### src/rtl/tpu_pkg.sv
// Shared types and default sizing for the conv window sequencer slice.
// Pure declarations: no timing or backpressure of its own.
package tpu_pkg;

  localparam int DATA_SIZE    = 8;
  localparam int KERNEL_WIDTH = 3;
  localparam int NUM_REGISTER = 256;

  typedef enum logic [2:0] {
    IDLE,
    CHECK,
    FETCH,
    CAPTURE,
    PRESENT,
    DONE
  } seq_state_t;

endpackage

### src/rtl/window_addr_gen.sv
// Window/kernel position counters producing row-major buffer addresses with adders only.
// Zero latency from counters to rd_addr; only moves on step (fetch) or win_adv (accepted window).
module window_addr_gen
  import tpu_pkg::*;
#(
  parameter int K  = KERNEL_WIDTH,
  parameter int AW = 8
) (
  input  logic          clk,
  input  logic          nrst,
  input  logic          init,
  input  logic          step,
  input  logic          win_adv,
  input  logic [AW:0]   width,
  output logic [AW-1:0] rd_addr,
  output logic          fetch_last,
  output logic          win_last
);

  localparam int KW = $clog2(K + 1);
  localparam logic [KW-1:0] KMAX = KW'(K - 1);
  localparam logic [AW:0]   K_A  = (AW + 1)'(K);

  logic [KW-1:0] kx, ky;
  logic [AW:0]   ox, oy, base, row, ox_max;

  assign ox_max     = width - K_A;
  assign fetch_last = (kx == KMAX) && (ky == KMAX);
  assign win_last   = (ox == ox_max) && (oy == ox_max);
  assign rd_addr    = row[AW-1:0] + {{(AW - KW){1'b0}}, kx};

  // row tracks base + ky*W; base tracks oy*W + ox
  always_ff @(posedge clk) begin
    if (!nrst || init) begin
      kx   <= '0;
      ky   <= '0;
      ox   <= '0;
      oy   <= '0;
      base <= '0;
      row  <= '0;
    end else begin
      if (step) begin
        if (kx == KMAX) begin
          kx <= '0;
          if (ky == KMAX) begin
            ky  <= '0;
            row <= base;
          end else begin
            ky  <= ky + 1'b1;
            row <= row + width;
          end
        end else begin
          kx <= kx + 1'b1;
        end
      end
      if (win_adv) begin
        if (ox == ox_max) begin
          ox   <= '0;
          oy   <= oy + 1'b1;
          base <= base + K_A;
          row  <= base + K_A;
        end else begin
          ox   <= ox + 1'b1;
          base <= base + 1'b1;
          row  <= base + 1'b1;
        end
      end
    end
  end

endmodule

### src/rtl/conv_window_sequencer.sv
// Walks every KxK window of a WxW ifmap, reads it from the activation buffer and presents it packed.
// K*K+2 cycles per window with win_ready held high; holds the window and stops reading while win_ready is low.
module conv_window_sequencer
  import tpu_pkg::*;
#(
  parameter int dataSize    = DATA_SIZE,
  parameter int kernelWidth = KERNEL_WIDTH,
  parameter int numRegister = NUM_REGISTER,
  localparam int AW  = $clog2(numRegister),
  localparam int NPE = kernelWidth * kernelWidth
) (
  input  logic                    clk,
  input  logic                    nrst,
  input  logic                    ctrl_start,
  input  logic [15:0]             cfg_ifmap_width,
  output logic                    rd_en,
  output logic [AW-1:0]           rd_addr,
  input  logic [dataSize-1:0]     rd_data,
  output logic                    win_valid,
  input  logic                    win_ready,
  output logic [NPE*dataSize-1:0] win_data,
  output logic                    win_last,
  output logic                    flag_busy,
  output logic                    flag_done,
  output logic                    flag_err
);

  seq_state_t  state;
  logic [15:0] w_q;
  logic [31:0] w_sq;
  logic        cfg_bad, rd_en_d, fetch_last, gen_win_last;

  assign w_sq    = {16'b0, w_q} * {16'b0, w_q};
  assign cfg_bad = (w_q < 16'(kernelWidth)) || (w_sq > 32'(numRegister));

  window_addr_gen #(.K(kernelWidth), .AW(AW)) u_addr (
    .clk        (clk),
    .nrst       (nrst),
    .init       ((state == IDLE) && ctrl_start),
    .step       (state == FETCH),
    .win_adv    ((state == PRESENT) && win_ready),
    .width      (w_q[AW:0]),
    .rd_addr    (rd_addr),
    .fetch_last (fetch_last),
    .win_last   (gen_win_last)
  );

  always_ff @(posedge clk) begin
    if (!nrst) begin
      state     <= IDLE;
      w_q       <= '0;
      rd_en     <= 1'b0;
      win_valid <= 1'b0;
      win_last  <= 1'b0;
      flag_busy <= 1'b0;
      flag_done <= 1'b0;
      flag_err  <= 1'b0;
    end else begin
      flag_done <= 1'b0;
      unique case (state)
        IDLE: if (ctrl_start) begin
          w_q       <= cfg_ifmap_width;
          flag_busy <= 1'b1;
          flag_err  <= 1'b0;
          state     <= CHECK;
        end
        CHECK: if (cfg_bad) begin
          flag_err  <= 1'b1;
          flag_done <= 1'b1;
          flag_busy <= 1'b0;
          state     <= DONE;
        end else begin
          rd_en <= 1'b1;
          state <= FETCH;
        end
        FETCH: if (fetch_last) begin
          rd_en <= 1'b0;
          state <= CAPTURE;
        end
        CAPTURE: begin
          win_valid <= 1'b1;
          win_last  <= gen_win_last;
          state     <= PRESENT;
        end
        PRESENT: if (win_ready) begin
          win_valid <= 1'b0;
          win_last  <= 1'b0;
          if (win_last) begin
            flag_done <= 1'b1;
            flag_busy <= 1'b0;
            state     <= DONE;
          end else begin
            rd_en <= 1'b1;
            state <= FETCH;
          end
        end
        DONE:    state <= IDLE;
        default: state <= IDLE;
      endcase
    end
  end

  // Read data lands one cycle after rd_en; shifting in at the top leaves element 0 at the bottom.
  always_ff @(posedge clk) begin
    if (!nrst) begin
      rd_en_d  <= 1'b0;
      win_data <= '0;
    end else begin
      rd_en_d <= rd_en;
      if (rd_en_d) win_data <= {rd_data, win_data[NPE*dataSize-1:dataSize]};
    end
  end

endmodule

### config.mk
export PLATFORM = sky130hd
export DESIGN_NAME = conv_window_sequencer
export DESIGN_NICKNAME = d
export VERILOG_FILES = /design/src/rtl/tpu_pkg.sv /design/src/rtl/window_addr_gen.sv /design/src/rtl/conv_window_sequencer.sv
export SDC_FILE = /design/constraint.sdc
export NUM_CORES = 1
export LEC_CHECK = 0
export CAP_MARGIN = 25
export CELL_PAD_IN_SITES_DETAIL_PLACEMENT = 0
export CELL_PAD_IN_SITES_GLOBAL_PLACEMENT = 1
export CORE_UTILIZATION = 25
export CTS_CLUSTER_DIAMETER = 120
export DETAILED_ROUTE_END_ITERATION = 6
export HOLD_SLACK_MARGIN = 0.1
export PLACE_DENSITY_LB_ADDON = 0.1
export SETUP_SLACK_MARGIN = 0.5
export SLEW_MARGIN = 20
export SYNTH_ARGS = -nofsm -noshare
export SYNTH_HDL_FRONTEND = slang
export SYNTH_SLANG_ARGS = --single-unit
### constraint.sdc
create_clock -name clk -period 17.3 [get_ports clk]
set_input_delay 3.46 -clock clk [delete_from_list [all_inputs] [get_ports clk]]
set_output_delay 3.46 -clock clk [all_outputs]
set_load 0.05 [all_outputs]
=== Yosys cells after proc, flatten, opt, wreduce, memory -nomap -nowiden ===
Cells that the tools add are included.

* Register bits: 138
* Output and inout port bits: 86

* Mux-type cells: 34
* Reduce and logical (&&, ||, !) cells: 23
* $mul: 1
* Eq/ne operators: 15
* Add/subtract/negate cells: 9
* Magnitude comparators: 2

{| class="wikitable"
|+ Operators by type and width
! operator !! count
|-
| 9-bit two-way mux || 6
|-
| 32-bit by 9-bit > comparator with 1-bit output (second input constant) || 1
|-
| 16-bit by 16-bit multiplier with 32-bit output || 1
|-
| 9-bit by 1-bit adder with 9-bit output (second input constant) || 3
|-
| 9-bit equality test || 2
|-
| 16-bit by 2-bit less-than comparator with 1-bit output (second input constant) || 1
|-
| 3-bit two-way mux || 5
|-
| 3-bit one-hot mux with 5 select lines || 1
|-
| 1-bit two-way mux || 14
|-
| 2-bit != test (second input constant) || 7
|-
| 2-bit AND reduction || 5
|-
| 5-bit AND reduction || 2
|-
| 9-bit by 2-bit adder with 9-bit output (second input constant) || 1
|-
| 9-bit adder || 1
|-
| 9-bit by 2-bit subtractor with 9-bit output (second input constant) || 1
|-
| 8-bit by 2-bit adder with 8-bit output || 1
|-
| 1-bit one-hot mux with 2 select lines || 4
|-
| 2-bit nonzero test || 4
|-
| 3-bit by 2-bit equality test with 1-bit output (second input constant) || 2
|-
| 1-bit one-hot mux with 3 select lines || 2
|-
| 3-bit AND reduction || 2
|-
| 3-bit nonzero test || 2
|-
| 2-bit by 1-bit adder with 2-bit output (second input constant) || 2
|-
| 2-bit equality test (second input constant) || 2
|-
| other kinds (7) || 12
|}

=== Logic depth before layout (Yosys ltp) ===
* Depth in word-level cells: 5
* Gate-level depth with buffers: 27

=== Cells and area by module ===
A second synthesis with hierarchy kept.

* Cell total of the unflattened synthesis: 1,606
* Area total of the unflattened synthesis: 14,232.4 um^2

{| class="wikitable"
|+ By module, submodules not included
! module !! cells an instance !! instances !! area an instance (um^2)
|-
| conv_window_sequencer || 1,270 || 1 || 11,458.5
|-
| window_addr_gen || 336 || 1 || 2,773.9
|}

=== Least setup slack after synthesis ===
Ideal clock, no wire load.

* Kind: register to register
* From: reg w_q[6]
* To: reg flag_done
* Stages on the path, launching flop included: 24
* Clock period less this slack: 6,740 ps
* Setup slack: 10,560 ps
* Setup time: 132 ps
* Arrival time: 6,609 ps
* Cells stage by stage: dfxtp_1 -> clkbuf_1 -> buf_1 -> nand2_1 -> fa_1 -> inv_1 -> fa_1 -> fa_1 -> fa_1 -> fa_1 -> inv_1 -> fa_1 -> inv_1 -> ha_1 -> buf_2 -> o211ai_1 -> a311oi_1 -> nor3_1 -> or4_4 -> a2111oi_4 -> nand4_1 -> nor4_2 -> and2_4 -> o32ai_2

* Cells in the longest elaborated chain, start to end: 5
* Elaborated cells on any way between the ends: 6
* Those cells by class: 1 x mul; 2 x order compare; 2 x mux; 1 x reduce/logical

{| class="wikitable"
|+ RTL lines
! what !! line !! RTL
|-
| from (decl) || conv_window_sequencer.sv:29 || <nowiki>logic [15:0] w_q;</nowiki>
|-
| from (signal assigned) || conv_window_sequencer.sv:62 || <nowiki>w_q <= cfg_ifmap_width;</nowiki>
|-
| 16-bit by 16-bit multiplier with 32-bit output || conv_window_sequencer.sv:33 || <nowiki>assign w_sq = {16'b0, w_q} * {16'b0, w_q};</nowiki>
|-
| 32-bit by 9-bit > comparator with 1-bit output || conv_window_sequencer.sv:34 || <nowiki>assign cfg_bad = (w_q < 16'(kernelWidth)) || (w_sq > 32'(numRegister));</nowiki>
|-
| 1-bit logical OR * || conv_window_sequencer.sv:34 ||
|-
| 1-bit two-way mux * || conv_window_sequencer.sv:67 || <nowiki>CHECK: if (cfg_bad) begin</nowiki>
|-
| 1-bit one-hot mux with 2 select lines * || conv_window_sequencer.sv:60 || <nowiki>unique case (state)</nowiki>
|-
| to (signal assigned) || conv_window_sequencer.sv:56 || <nowiki>flag_done <= 1'b0;</nowiki>
|-
| to (signal assigned) || conv_window_sequencer.sv:59 || <nowiki>flag_done <= 1'b0;</nowiki>
|-
| to (signal assigned) || conv_window_sequencer.sv:69 || <nowiki>flag_done <= 1'b1;</nowiki>
|-
| to (decl) || conv_window_sequencer.sv:24 || <nowiki>output logic flag_done,</nowiki>
|}

Mark *: on every way between the ends. The rest lies on a longest branch, timed or not.
A chain may end at the register's enable or synchronous reset.

=== Final worst setup path ===
* From: reg w_q[4]
* To: reg state[2]

* Cells in the longest elaborated chain, start to end: 5
* Elaborated cells on any way between the ends: 6
* Those cells by class: 1 x mul; 2 x order compare; 2 x mux; 1 x reduce/logical

{| class="wikitable"
|+ RTL lines
! what !! line !! RTL
|-
| 16-bit by 16-bit multiplier with 32-bit output || conv_window_sequencer.sv:33 ||
|-
| 32-bit by 9-bit > comparator with 1-bit output || conv_window_sequencer.sv:34 ||
|-
| 1-bit logical OR * || conv_window_sequencer.sv:34 ||
|-
| 3-bit two-way mux * || conv_window_sequencer.sv:67 ||
|-
| 3-bit one-hot mux with 5 select lines * || conv_window_sequencer.sv:60 ||
|-
| to (signal assigned) || conv_window_sequencer.sv:65 || <nowiki>state <= CHECK;</nowiki>
|-
| to (signal assigned) || conv_window_sequencer.sv:71 || <nowiki>state <= DONE;</nowiki>
|-
| to (signal assigned) || conv_window_sequencer.sv:74 || <nowiki>state <= FETCH;</nowiki>
|-
| to (decl) || conv_window_sequencer.sv:28 || <nowiki>seq_state_t state;</nowiki>
|}

Marked as above.

==> metrics <==
Net Sw Frac=35.9%; fmax=121 MHz; worst skew pair latency=0.44 ns; ant diodes=0; largest area contributor in the netlist=fa_1; Tot Pwr=1.04 mW; IO Count=114; vias in the first global route=11,754; clk root buf=clkbuf_16; initial core utilization=25.3%; Clock Power Share=36.3%; Post-Place Cell Area=0.0158 mm^2; Die X-Extent=238 um; Commonest cells post-synth=inv_1 (250), fa_1 (166), nand2_1 (160), nor2_1 (157), dfxtp_1 (136); nets=1,996; HP Class=reg -> reg; drt first pass iters=5; postcts setup bufs=0; Slew HR=34.1%; Routed Antenna Nets=0; Switch Pwr=0.374 mW; Netlist Area Pre-Place=0.0140 mm^2; Post-DP HPWL=33,100 um; Sequential Power Share=32.2%; routed len/inst=17.3 um; Worst-Margin Slew=0.988 ns; largest cells by area after synthesis=fa_1 (24%), dfxtp_1 (19%), ha_1 (10%); Design Area, Final=0.0164 mm^2; logic gate share of total power=31.5%; Synth Instances=1,617; fin. max-slew vios=0; Mapped Nets=1,926; crit path DAT=8.51 ns; Internal Power=0.668 mW; GRT Overall Usage=15.5%; hold path start=w_q[8]; WHS Path Cells=2; RSZ-0062 raised after global routing=no; Yosys cell types=77; layout cells sized above 1=4.53%; Final Cycle Share=47.6%; pwr/cell area=63.4 mW/mm^2; final setup violation count=0; number of synthesized flops with an enable pin=0; filler instances=5,940; worst r2r src=w_q[4]; slowest stage cell, crit path=nor4_1; post-route insts no fill=2,448; Placed Cells=2,416; max-capacitance violation count=0; Synth top area share=23.8%; global-route wire length before repair=67,600 um; Final Hold Fails=0; post-synthesis register bit count=136; Reg2Reg Depth=23; CTS clk-pin slew, worst paths=0.06 ns; largest net degree at the start of global routing=88; clock sink total=136; # rows=86; DR vias=10,925; die area=0.0568 mm^2; reg2reg setup slack=9.07 ns; crit-path most repeated cell=fa_1; critical path required time=17.57 ns; Area Overhead vs Synth=17.8%; min Tclk post-route=8.23 ns; # port buffers=113; worst-path fanout max=14; CTS Hold Buffers Added=0; delay-heaviest family, CP=adder cells; CP Cell Sequence=buf_4, inv_1, nor2_1, fa_1, inv_1, fa_1, inv_1, fa_1, fa_1, fa_1, inv_1, fa_1, inv_1, ha_1, a21oi_1, o21ai_0, nor2_1, a21oi_1, a21oi_1, xnor2_1, nor4_1, and2_4, o22ai_1; WP buf/inv=6; cts repair resizes=0; Core ar.=0.0551 mm^2; skew final=0.00777 ns; Clock Path Buffers=2; register area share after synthesis=19.5%; most frequent cell after synthesis=inv_1; vias per cell=4.46; fraction of registers with async set/reset=0%; Num CTS Buffers=17; initial antenna violation count=6; DRC violations left=0; Synthesis Warnings=0; die extent in y=238 um; total wire length=42,200 um; Setup CP Type=reg -> reg; CTS tree=built; Critical Path Source Type=register; hold endpoint=w_q[8]; reg-to-reg critical path endpoint=state[2]; Max VDD drop=0.0647 mV; syn avg cell area=8.64 um^2; ys flop type=dfxtp_1; Routability Congestion=0.817; Leakage=7.37 nW; grt total ovfl=0; iteration-0 DRC count of the detailed router=607; Setup crit end kind=register; Fin Setup TNS=0 ns; H-tree Lvls=4; status=finished, final reports clean; Critical Path Max Stage Delay=0.74 ns
## worst reg2reg max path: stages (launching register included)
cell and delay (ns):
dfxtp_1 0.70, buf_4 0.32, inv_1 0.12, nor2_1 0.32
fa_1 0.51, inv_1 0.09, fa_1 0.40, inv_1 0.09
fa_1 0.43, fa_1 0.48, fa_1 0.51, inv_1 0.05
fa_1 0.53, inv_1 0.05, ha_1 0.64, a21oi_1 0.15
o21ai_0 0.70, nor2_1 0.11, a21oi_1 0.44, a21oi_1 0.16
xnor2_1 0.17, nor4_1 0.74, and2_4 0.30, o22ai_1 0.07
## routing by layer
layer	GRT usage (%)	part of all wire (%)
met5	0	0.14
met4	3.50	1.5
met3	3.27	3.7
met2	24.9	46
met1	21.1	49
## final cells by class
type | instances | area [um^2] | share of cell area (%)
multi-input cells | 1149 | 9970 | 60.6
well taps | 748 | 936 | 5.69
clock inverters | 13 | 168 | 1.02
inverters | 251 | 942 | 5.73
clock buffers | 19 | 433 | 2.63
repair buffers | 132 | 1270 | 7.74
flip-flops and latches | 136 | 2730 | 16.6
## cell families after synthesis
group,synth area share [%]
XOR/XNOR,4.89
multiplexers,5.62
adder cells (fa/ha/maj),34.1
AO/OA/AOI/OAI,10.1
AND/OR/NAND/NOR,16.7
flip-flops,19.5
buffers and inverters,9.17
## placed cells by master, fill, tap and decap left out, drive strengths merged, types with 11 or more instances in the layout
master | synthesis | routed
or3 | 11 | 11
nand4 | 20 | 20
mux2i | 75 | 75
and2 | 46 | 46
clkdlybuf4s50 | 0 | 113
clkbuf | 53 | 19
nand3 | 22 | 22
nor2 | 157 | 157
nor2b | 13 | 13
nand2 | 160 | 160
xnor2 | 56 | 56
dfxtp | 136 | 136
inv | 251 | 255
o21ai | 43 | 43
xor2 | 22 | 22
fa | 166 | 166
o211ai | 11 | 11
buf | 28 | 19
a21oi | 81 | 81
ha | 115 | 115
nor3 | 22 | 22
## how the worst max path moves through the flow
stage                     cells past startpoint         to  slack [ns]   start
final                                        23   state[2]        9.07  w_q[4]
after global routing                         23   state[2]        8.64  w_q[4]
after CTS                                    23   state[2]        9.00  w_q[4]
after detailed placement                     23  flag_done        9.01  w_q[4]
after global placement                       23  flag_done        9.01  w_q[4]
after floorplan                              23  flag_done       10.56  w_q[6]
## stage by stage
step	worst slack (ns)	hold slack, ns	util (%)
finish	9.07	0.458	29.9
floorplan	10.56	0.458	-
global placement	9.01	0.444	28.8
detailed placement	9.01	0.450	28.8
CTS	9.00	0.459	29.9
global route	8.64	0.474	29.9
## power by group through the flow
stage	clock, mW	combinational (mW)	sequential, mW
after floorplan	0	0.233	0.340
after global placement	0	0.337	0.343
after detailed placement	0	0.332	0.343
after CTS	0.394	0.336	0.336
after global routing	0.406	0.372	0.337
final	0.379	0.328	0.335
## sequential cells by signal (all words and copies together), names as in the netlist
name	cells
win_data	72
w_q	16
u_addr.ox	9
u_addr.oy	9
u_addr.base	8
u_addr.row	8
state	3
u_addr.kx	2
u_addr.ky	2
flag_busy	1
flag_done	1
flag_err	1
rd_en	1
rd_en_d	1
win_last	1
win_valid	1
Note: power is estimated with default switching activity, not from simulation.
